**src/rtl/synth_aux_peripherals.sv**
```systemverilog
// Auxiliary synth peripherals: retriggerable exponential decay envelope,
// 32-bit Galois LFSR noise source and a 4x4 multiplexed LED scanner.
module synth_aux_peripherals #(
  parameter int unsigned DECAY_SHIFT   = 8,
  parameter int unsigned SCAN_DIV_BITS = 12,
  parameter logic [31:0] NOISE_SEED    = 32'h0000_0001
) (
  input  logic        clk,
  input  logic        rst,
  input  logic        trigger,
  input  logic [15:0] decay_time,
  output logic [15:0] decayout,
  output logic [15:0] audio_out,
  input  logic [15:0] ledbits,
  output logic [3:0]  aled,
  output logic [3:0]  kled_tri
);

  localparam logic [31:0] LFSR_MASK = 32'h8020_0003;
  localparam logic [SCAN_DIV_BITS-1:0] DIV_ONE = {{(SCAN_DIV_BITS-1){1'b0}}, 1'b1};

  logic [15:0]              env_q, env_d;
  logic [15:0]              pre_q, pre_d;
  logic [31:0]              lfsr_q, lfsr_d;
  logic [SCAN_DIV_BITS-1:0] div_q, div_d;
  logic [1:0]               row_q, row_d;
  logic [3:0]               aled_q, aled_d;
  logic [3:0]               kled_q, kled_d;

  // Envelope: prescaler matches decay_time once per step, then env decays
  // by env>>DECAY_SHIFT plus one so it always reaches zero.
  always_comb begin
    env_d = env_q;
    pre_d = pre_q;
    if (trigger) begin
      env_d = '1;
      pre_d = '0;
    end else if (pre_q != decay_time) begin
      pre_d = pre_q + 16'd1;
    end else begin
      pre_d = '0;
      if (env_q != '0) begin
        env_d = env_q - (env_q >> DECAY_SHIFT) - 16'd1;
      end
    end
  end

  always_comb begin
    lfsr_d = lfsr_q >> 1;
    if (lfsr_q[0]) begin
      lfsr_d = (lfsr_q >> 1) ^ LFSR_MASK;
    end
  end

  // Row outputs and ledbits are only refreshed at divider terminal count.
  always_comb begin
    div_d  = div_q + DIV_ONE;
    row_d  = row_q;
    aled_d = aled_q;
    kled_d = kled_q;
    if (div_q == '1) begin
      kled_d = 4'b0001 << row_q;
      aled_d = ~ledbits[{row_q, 2'b00} +: 4];
      row_d  = row_q + 2'd1;
    end
  end

  always_ff @(posedge clk) begin
    if (rst) begin
      env_q  <= '0;
      pre_q  <= '0;
      lfsr_q <= NOISE_SEED;
      div_q  <= '0;
      row_q  <= '0;
      aled_q <= '1;
      kled_q <= '0;
    end else begin
      env_q  <= env_d;
      pre_q  <= pre_d;
      lfsr_q <= lfsr_d;
      div_q  <= div_d;
      row_q  <= row_d;
      aled_q <= aled_d;
      kled_q <= kled_d;
    end
  end

  assign decayout  = env_q;
  assign audio_out = lfsr_q[15:0];
  assign aled      = aled_q;
  assign kled_tri  = kled_q;

endmodule

```
**config.mk**
```make
export PLATFORM = sky130hd
export DESIGN_NAME = synth_aux_peripherals
export DESIGN_NICKNAME = d
export VERILOG_FILES = /design/src/rtl/synth_aux_peripherals.sv
export SDC_FILE = /design/constraint.sdc
export NUM_CORES = 1
export LEC_CHECK = 0
export ABC_AREA = 1
export CAP_MARGIN = 20
export CORE_ASPECT_RATIO = 1.2
export CORE_MARGIN = 4
export CORE_UTILIZATION = 57
export DETAILED_ROUTE_END_ITERATION = 8
export PLACE_DENSITY = 0.85
export SKIP_LAST_GASP = 1
export SLEW_MARGIN = 20
export SYNTH_ARGS = -nofsm -noshare
export SYNTH_HDL_FRONTEND = slang
export SYNTH_SLANG_ARGS = --single-unit
```
**constraint.sdc**
```tcl
create_clock -name clk -period 3.2 [get_ports clk]
set_input_delay 0.48 -clock clk [delete_from_list [all_inputs] [get_ports clk]]
set_output_delay 0.48 -clock clk [all_outputs]
set_load 0.005 [all_outputs]
```
==> out/qor.csv, run 1 <==
stage,metric,value,unit
power_and_ir_drop,pwr dens,474,nW/um^2
synth,Syn Std Cell Area,4390,sq um
grt,vias in the first global route,3963,
synth,Ys Warns,0,
drt,vias,4124,
finish,Inserted Diodes,0,
clock_network,# H-tree levels,3,
clock_network,CTS Buf Count,9,
timing,Slew headroom,0.586,
setup_path,CP Launch Type,register,
clock_network,worst skew pair latency,0.36,ns
setup_path,critical path required time,3.47,ns
drt,Initial DRC Count,155,
drt,Routed Antenna Nets,0,
floorplan,I/O pin count,75,
synth,"EDFF count, synth",0,
floorplan,chip width,88.1,um
placed_design,DP HPWL,7.52,mm
timing,Final Max Tran Viols,0,
synth,Cells after Synth,650,
setup_path,kind of critical path,reg2reg,
floorplan,Core ar.,7360,sq um
finish,Layout area overhead,20.6,%
placed_design,placer congestion estimate,0.898,
synth,top post-synthesis cells by area,"dfxtp_1 (39%), nand2_1 (14%), inv_1 (8.4%)",
clock_network,clock sink total,86,
drt,WL per Instance,12.4,um
setup_path,CP arrival,2.52,ns
timing,final setup fails,0,
timing,Tightest Pin Transition,0.620,ns
drt,DRC Markers,0,
floorplan,Initial Utilization,0.597,
outcome,status,"complete, no violations",
finish,Layout Nets,758,
synth,"Seq/Total Area, Yosys",0.392,
clock_network,hold buffers post-CTS,0,
synth,Synth cell types,34,
clock_network,postcts setup bufs,0,
synth,Main synth FF type,dfxtp_1,
clock_network,Root Driver,clkbuf_8,
min_path,Min-Delay Path Class,reg2reg,
setup_path,critical path peak fanout,6,
grt,antenna violations before repair,0,
finish,"Cell Count, Final, Fillers Out",803,
timing,Achievable Freq,445,MHz
power_and_ir_drop,Lkg Pwr,0.00227,uW
synth,most frequent cells after synthesis,"nand2_1 (164), inv_1 (98), nor2_1 (95), dfxtp_1 (86), a21oi_1 (45)",
drt,DRT Pass-1 Iters,5,
timing,Layout Skew,0.0131,ns
synth,number of synthesized register bits,86,
synth,"area leader, netlist",dfxtp_1,
placed_design,Placed Cells incl. Taps,787,
floorplan,Rows,34,
drt,drt via density,5.14,
timing,min cycle time layout,2.25,ns
synth,"count leader, synth",nand2_1,
synth,syn nets,700,
synth,Syn Area/Cell,6.75,sq um
floorplan,die area,9180,sq um
grt,Overflow after GRT,0,
timing,Fin Setup TNS,0,ns
finish,multi-input combinational cell area,2100,sq um
synth,share of async-settable or async-resettable flops after synthesis,0,
floorplan,Die Y,104,um
timing,fin crit share,0.702,
finish,share of cells above drive strength 1,0.0575,
finish,Fillers,619,
power_and_ir_drop,worst vdd ir,0.341,mV
synth,share of the synthesized area in the top cell type,0.392,
run,Max Cap Viol,0,
grt,first-pass GRT wire length,17.1,mm
clock_network,PostCTS Resize Cnt,0,
clock_network,clock buffer depth,2,
placed_design,port buffer count,74,
clock_network,clk slew on worst S/H paths,0.09,ns
grt,largest net degree at the start of global routing,58,
power_and_ir_drop,Tot Pwr,2510,uW
grt,Global Route Usage Sum,0.228,
clock_network,CTS tree,built,
timing,"Hold Vio Cnt, Final",0,
drt,DRT Wirelength,10.0,mm
timing,RSZ-0062 raised after global routing,false,
finish,Reg area,1720,sq um
setup_path,Crit. End Element,register,
[power breakdown]
group / internal, uW / leakage, uW / switching, uW
Sequential: 1100 / 0.000700 / 40.5
Clock: 449 / 0.000111 / 404
Combinational: 224 / 0.00146 / 287
Total: 1780 / 0.00227 / 732
[kinds of logic after synthesis]
kind of cell,Yosys count,synth area share
AND/OR/NAND/NOR,334,0.318
buffers and inverters,131,0.130
flip-flops,86,0.392
AO/OA/AOI/OAI,73,0.0938
adder cells (fa/ha/maj),15,0.0445
XOR/XNOR,11,0.0219
[cell usage in the layout, fill, tap and decap left out]
cell / instances
nand2_1: 164
inv_1: 98
nor2_1: 95
dfxtp_1: 86
clkdlybuf4s50_1: 73
a21oi_1: 45
nand3_1: 32
o21ai_0: 16
ha_1: 14
nor3_1: 12
clkbuf_8: 9
nand4_1: 8
xor2_1: 7
nand2_2: 7
a22oi_1: 4
nor2_2: 4
a21oi_2: 4
xnor2_1: 4
nor3b_1: 4
nor4_1: 3
inv_2: 3
inv_6: 3
or2_2: 2
bufinv_16: 2
buf_4: 2
clkinv_1: 1
and3_1: 1
o21a_1: 1
or2_1: 1
nor2_4: 1
o21bai_4: 1
a21o_1: 1
a21boi_0: 1
fa_1: 1
clkinvlp_4: 1
clkinv_4: 1
buf_2: 1
[through the flow]
stage | cell area (sq um) | hold slack [ns] | worst slack, ns | utilization
after global routing | 5290 | 0.429 | 0.783 | 0.719
after floorplan | 4390 | 0.388 | 1.38 | -
final | 5290 | 0.410 | 0.954 | 0.719
after CTS | 5290 | 0.414 | 0.982 | 0.719
after detailed placement | 5070 | 0.398 | 0.841 | 0.689
after global placement | 5070 | 0.392 | 0.971 | 0.689
[routing by layer]
layer | GRT usage | part of all wire | vias to the layer above
li1 | - | - | 2111
met1 | 0.254 | 0.40 | 1889
met2 | 0.411 | 0.53 | 94
met3 | 0.0475 | 0.041 | 30
met4 | 0.0929 | 0.032 | 0
met5 | 0 | 0 | -
[final timing paths]
path               start  slack (ns)  cells after the start     endpoint
min           lfsr_q[29]        0.41                      2   lfsr_q[28]
min reg2reg   lfsr_q[29]        0.41                      2   lfsr_q[28]
max reg2reg  decayout[8]        0.95                     13  decayout[8]
max          decayout[8]        0.95                     13  decayout[8]
[flip-flops by register name, indices dropped and copies added (netlist names)]
signal	cells
div_q	12
decayout	16
aled	4
lfsr_q	32
row_q	2
pre_q	16
kled_tri	4
[layout make-up]
cell class | count | share of cell area
tap | 90 | 0.0213
multi-input combinational | 433 | 0.397
clock buffer | 9 | 0.0234
inverter | 102 | 0.0723
sequential | 86 | 0.325
clock inverter | 7 | 0.0194
timing repair buffer | 76 | 0.142
[critical path, cell delays in order, from the launching register on]
cell     delay, ns
dfxtp_1       0.38
inv_1         0.14
ha_1          0.23
inv_1         0.07
fa_1          0.36
inv_1         0.11
nand2_1       0.08
nand3_1       0.10
nand3_1       0.20
nand2_1       0.15
nand2_1       0.06
nand3_1       0.07
nand3_1       0.08
a21oi_1       0.15
Power figures use the tool's default switching activity.
==> run 2: changes to the inputs <==
- CORE_UTILIZATION: 57 -> 53
- PLACE_DENSITY: 0.85 -> 0.8
- clock period: 3.2 -> 2.2 ns (I/O delays scaled with it)
==> run 2 against run 1 <==
Effect of this change: hold slack got worse by 0.0030 ns; critical path depth unchanged; via count decreased by 1.2%; power increased by 41%; final cell count increased by 1.5%; register-to-register slack got worse by 0.73 ns; global-route usage decreased by 2.1 points; utilization decreased by 6.0 points; first-iteration DRC count increased by 32%.
==> out/qor.csv, run 2 (synthesis results as in run 1) <==
stage,metric,value,unit,change
clock_network,clock sink total,86,,unchanged
placed_design,DP HPWL,7.44,mm,-1.2%
setup_path,critical path peak fanout,5,,-1
run,Max Cap Viol,0,,unchanged
floorplan,Core ar.,8110,sq um,+10%
setup_path,critical path required time,2.47,ns,-1.00 ns
timing,fin crit share,0.898,,+0.196
floorplan,die area,9810,sq um,+6.9%
drt,vias,4075,,-1.2%
floorplan,Rows,36,,+5.9%
finish,Layout Nets,765,,+0.92%
finish,multi-input combinational cell area,2100,sq um,unchanged
timing,Slew headroom,0.610,,+0.0241
floorplan,Die Y,108,um,+3.4%
finish,share of cells above drive strength 1,0.0667,,+0.00916
grt,antenna violations before repair,0,,unchanged
drt,DRC Markers,0,,unchanged
clock_network,CTS Buf Count,9,,unchanged
finish,register name with the most flops,lfsr_q,,
placed_design,Place WS,0.170,ns,-0.671 ns
timing,Final Max Tran Viols,0,,unchanged
drt,WL per Instance,11.8,um,-5.1%
power_and_ir_drop,worst vdd ir,0.572,mV,+68%
outcome,status,"complete, no violations",,
grt,largest net degree at the start of global routing,58,,unchanged
clock_network,PostCTS Resize Cnt,0,,unchanged
timing,Achievable Freq,506,MHz,+14%
setup_path,Worst path top cell family by delay,simple AND/OR/NAND/NOR gates,,
setup_path,critical-path cell list,"inv_1, ha_1, inv_1, fa_1, inv_1, nand2_1, nand3_1, nand3_1, nand2_1, nand2_1, nand3_1, nand3_1, a21oi_1",,
setup_path,R2R Setup Slk,0.22,ns,-0.73 ns
clock_network,hold buffers post-CTS,0,,unchanged
power_and_ir_drop,pwr dens,663,nW/um^2,+40%
setup_path,crit-path max cell delay,0.36,ns,-0.02 ns
power_and_ir_drop,Lkg Pwr,0.00231,uW,+1.7%
clock_network,Root Driver,clkbuf_8,,
clock_network,worst skew pair latency,0.35,ns,about the same
setup_path,CP Buf/Inv Count,3,,unchanged
grt,first-pass GRT wire length,16.7,mm,-2.3%
clock_network,# H-tree levels,3,,unchanged
finish,Largest register FFs,32,,unchanged
finish,Reg area,1720,sq um,unchanged
setup_path,CP arrival,2.25,ns,-0.27 ns
placed_design,port buffer count,74,,unchanged
drt,drt via density,5.00,,-2.6%
finish,Layout area overhead,21.8,%,
finish,Inserted Diodes,0,,unchanged
timing,RSZ-0062 raised after global routing,false,,
finish,highest-count cells in the layout ignoring fill and taps,"nand2_1 (164), inv_1 (98), nor2_1 (95)",,
drt,Initial DRC Count,204,,+32%
setup_path,"Slowest-stage cell, CP",fa_1,,
grt,Overflow after GRT,0,,unchanged
clock_network,CTS tree,built,,
timing,Layout Skew,0.0106,ns,-0.00249 ns
timing,final setup fails,0,,unchanged
floorplan,chip width,91.1,um,+3.4%
setup_path,Crit. End Element,register,,
grt,Global Route Usage Sum,0.207,,-0.0213
clock_network,postcts setup bufs,0,,unchanged
drt,DRT Pass-1 Iters,4,,-1
finish,"most common cell after layout, fill and taps aside",nand2_1,,
setup_path,kind of critical path,reg2reg,,
finish,Util after Layout,0.660,,-0.0597
floorplan,I/O pin count,75,,unchanged
setup_path,CP Launch Type,register,,
drt,Routed Antenna Nets,0,,unchanged
min_path,Min-Delay Path Class,reg2reg,,
timing,Final WS setup,0.224,ns,-0.730 ns
placed_design,placer congestion estimate,0.984,,+9.6%
timing,min cycle time layout,1.98,ns,-0.270 ns
finish,Fillers,710,,+15%
clock_network,clock buffer depth,2,,unchanged
timing,Fin Setup TNS,0,ns,unchanged
floorplan,Initial Utilization,0.542,,-0.0551
timing,"Hold Vio Cnt, Final",0,,unchanged
drt,DRT Wirelength,9.63,mm,-3.6%
setup_path,"most used cell, CP",nand3_1,,
timing,Tightest Pin Transition,0.585,ns,-0.0345 ns
clock_network,clk slew on worst S/H paths,0.08,ns,about the same
grt,vias in the first global route,3863,,-2.5%
[run 2: changes by cell type in the layout (fill, tap and decap cells not counted), sizes merged]
cell / before / now
buf: 3 / 10
bufinv: 2 / 1
inv: 104 / 101
clkinvlp: 1 / 0
clkinv: 2 / 5
clkbuf: 9 / 11
[run 2: worst paths after layout]
path / from / endpoint / cells past startpoint
setup / recovery: decayout[8] / decayout[8] / 13
hold / removal: lfsr_q[16] / lfsr_q[15] / 2
setup reg to reg: decayout[8] / decayout[8] / 13
hold reg to reg: lfsr_q[16] / lfsr_q[15] / 2
[run 2: stage by stage]
step           std cells  hold WS, ns  total power [uW]  cell area (sq um)
2_1_floorplan        650        0.388              2180               4390
3_3_place_gp         799        0.391              2450               5140
3_5_place_dp         799        0.398              2460               5140
4_1_cts              815        0.411              3570               5350
5_1_grt              815        0.421              3760               5350
6_report             815        0.407              3550               5350
[run 2: per-layer routing]
metal | GRT usage | up-vias | wire length [um]
met5 | 0 | - | 0
met4 | 0.0819 | 0 | 212
met3 | 0.0573 | 21 | 502
met2 | 0.359 | 86 | 4780
met1 | 0.241 | 1840 | 4140
li1 | - | 2128 | -
[run 2: worst min-delay path, stage by stage (launching register included)]
cell and delay (ns):
dfxtp_1 0.30, inv_1 0.04, nor2_1 0.03
[run 2: cell type report]
cell class,instances,area share
multi-input combinational,433,0.393
timing repair buffer,83,0.153
clock buffer,11,0.0283
sequential,86,0.322
inverter,102,0.0716
clock inverter,5,0.0108
tap,95,0.0222
[run 2: report_power, final]
| part | internal (uW) | switching, uW | leakage (uW) |
|---|---|---|---|
| Sequential | 1610 | 48.0 | 0.000700 |
| Combinational | 345 | 426 | 0.00150 |
| Clock | 587 | 533 | 0.000109 |
| Total | 2540 | 1010 | 0.00231 |
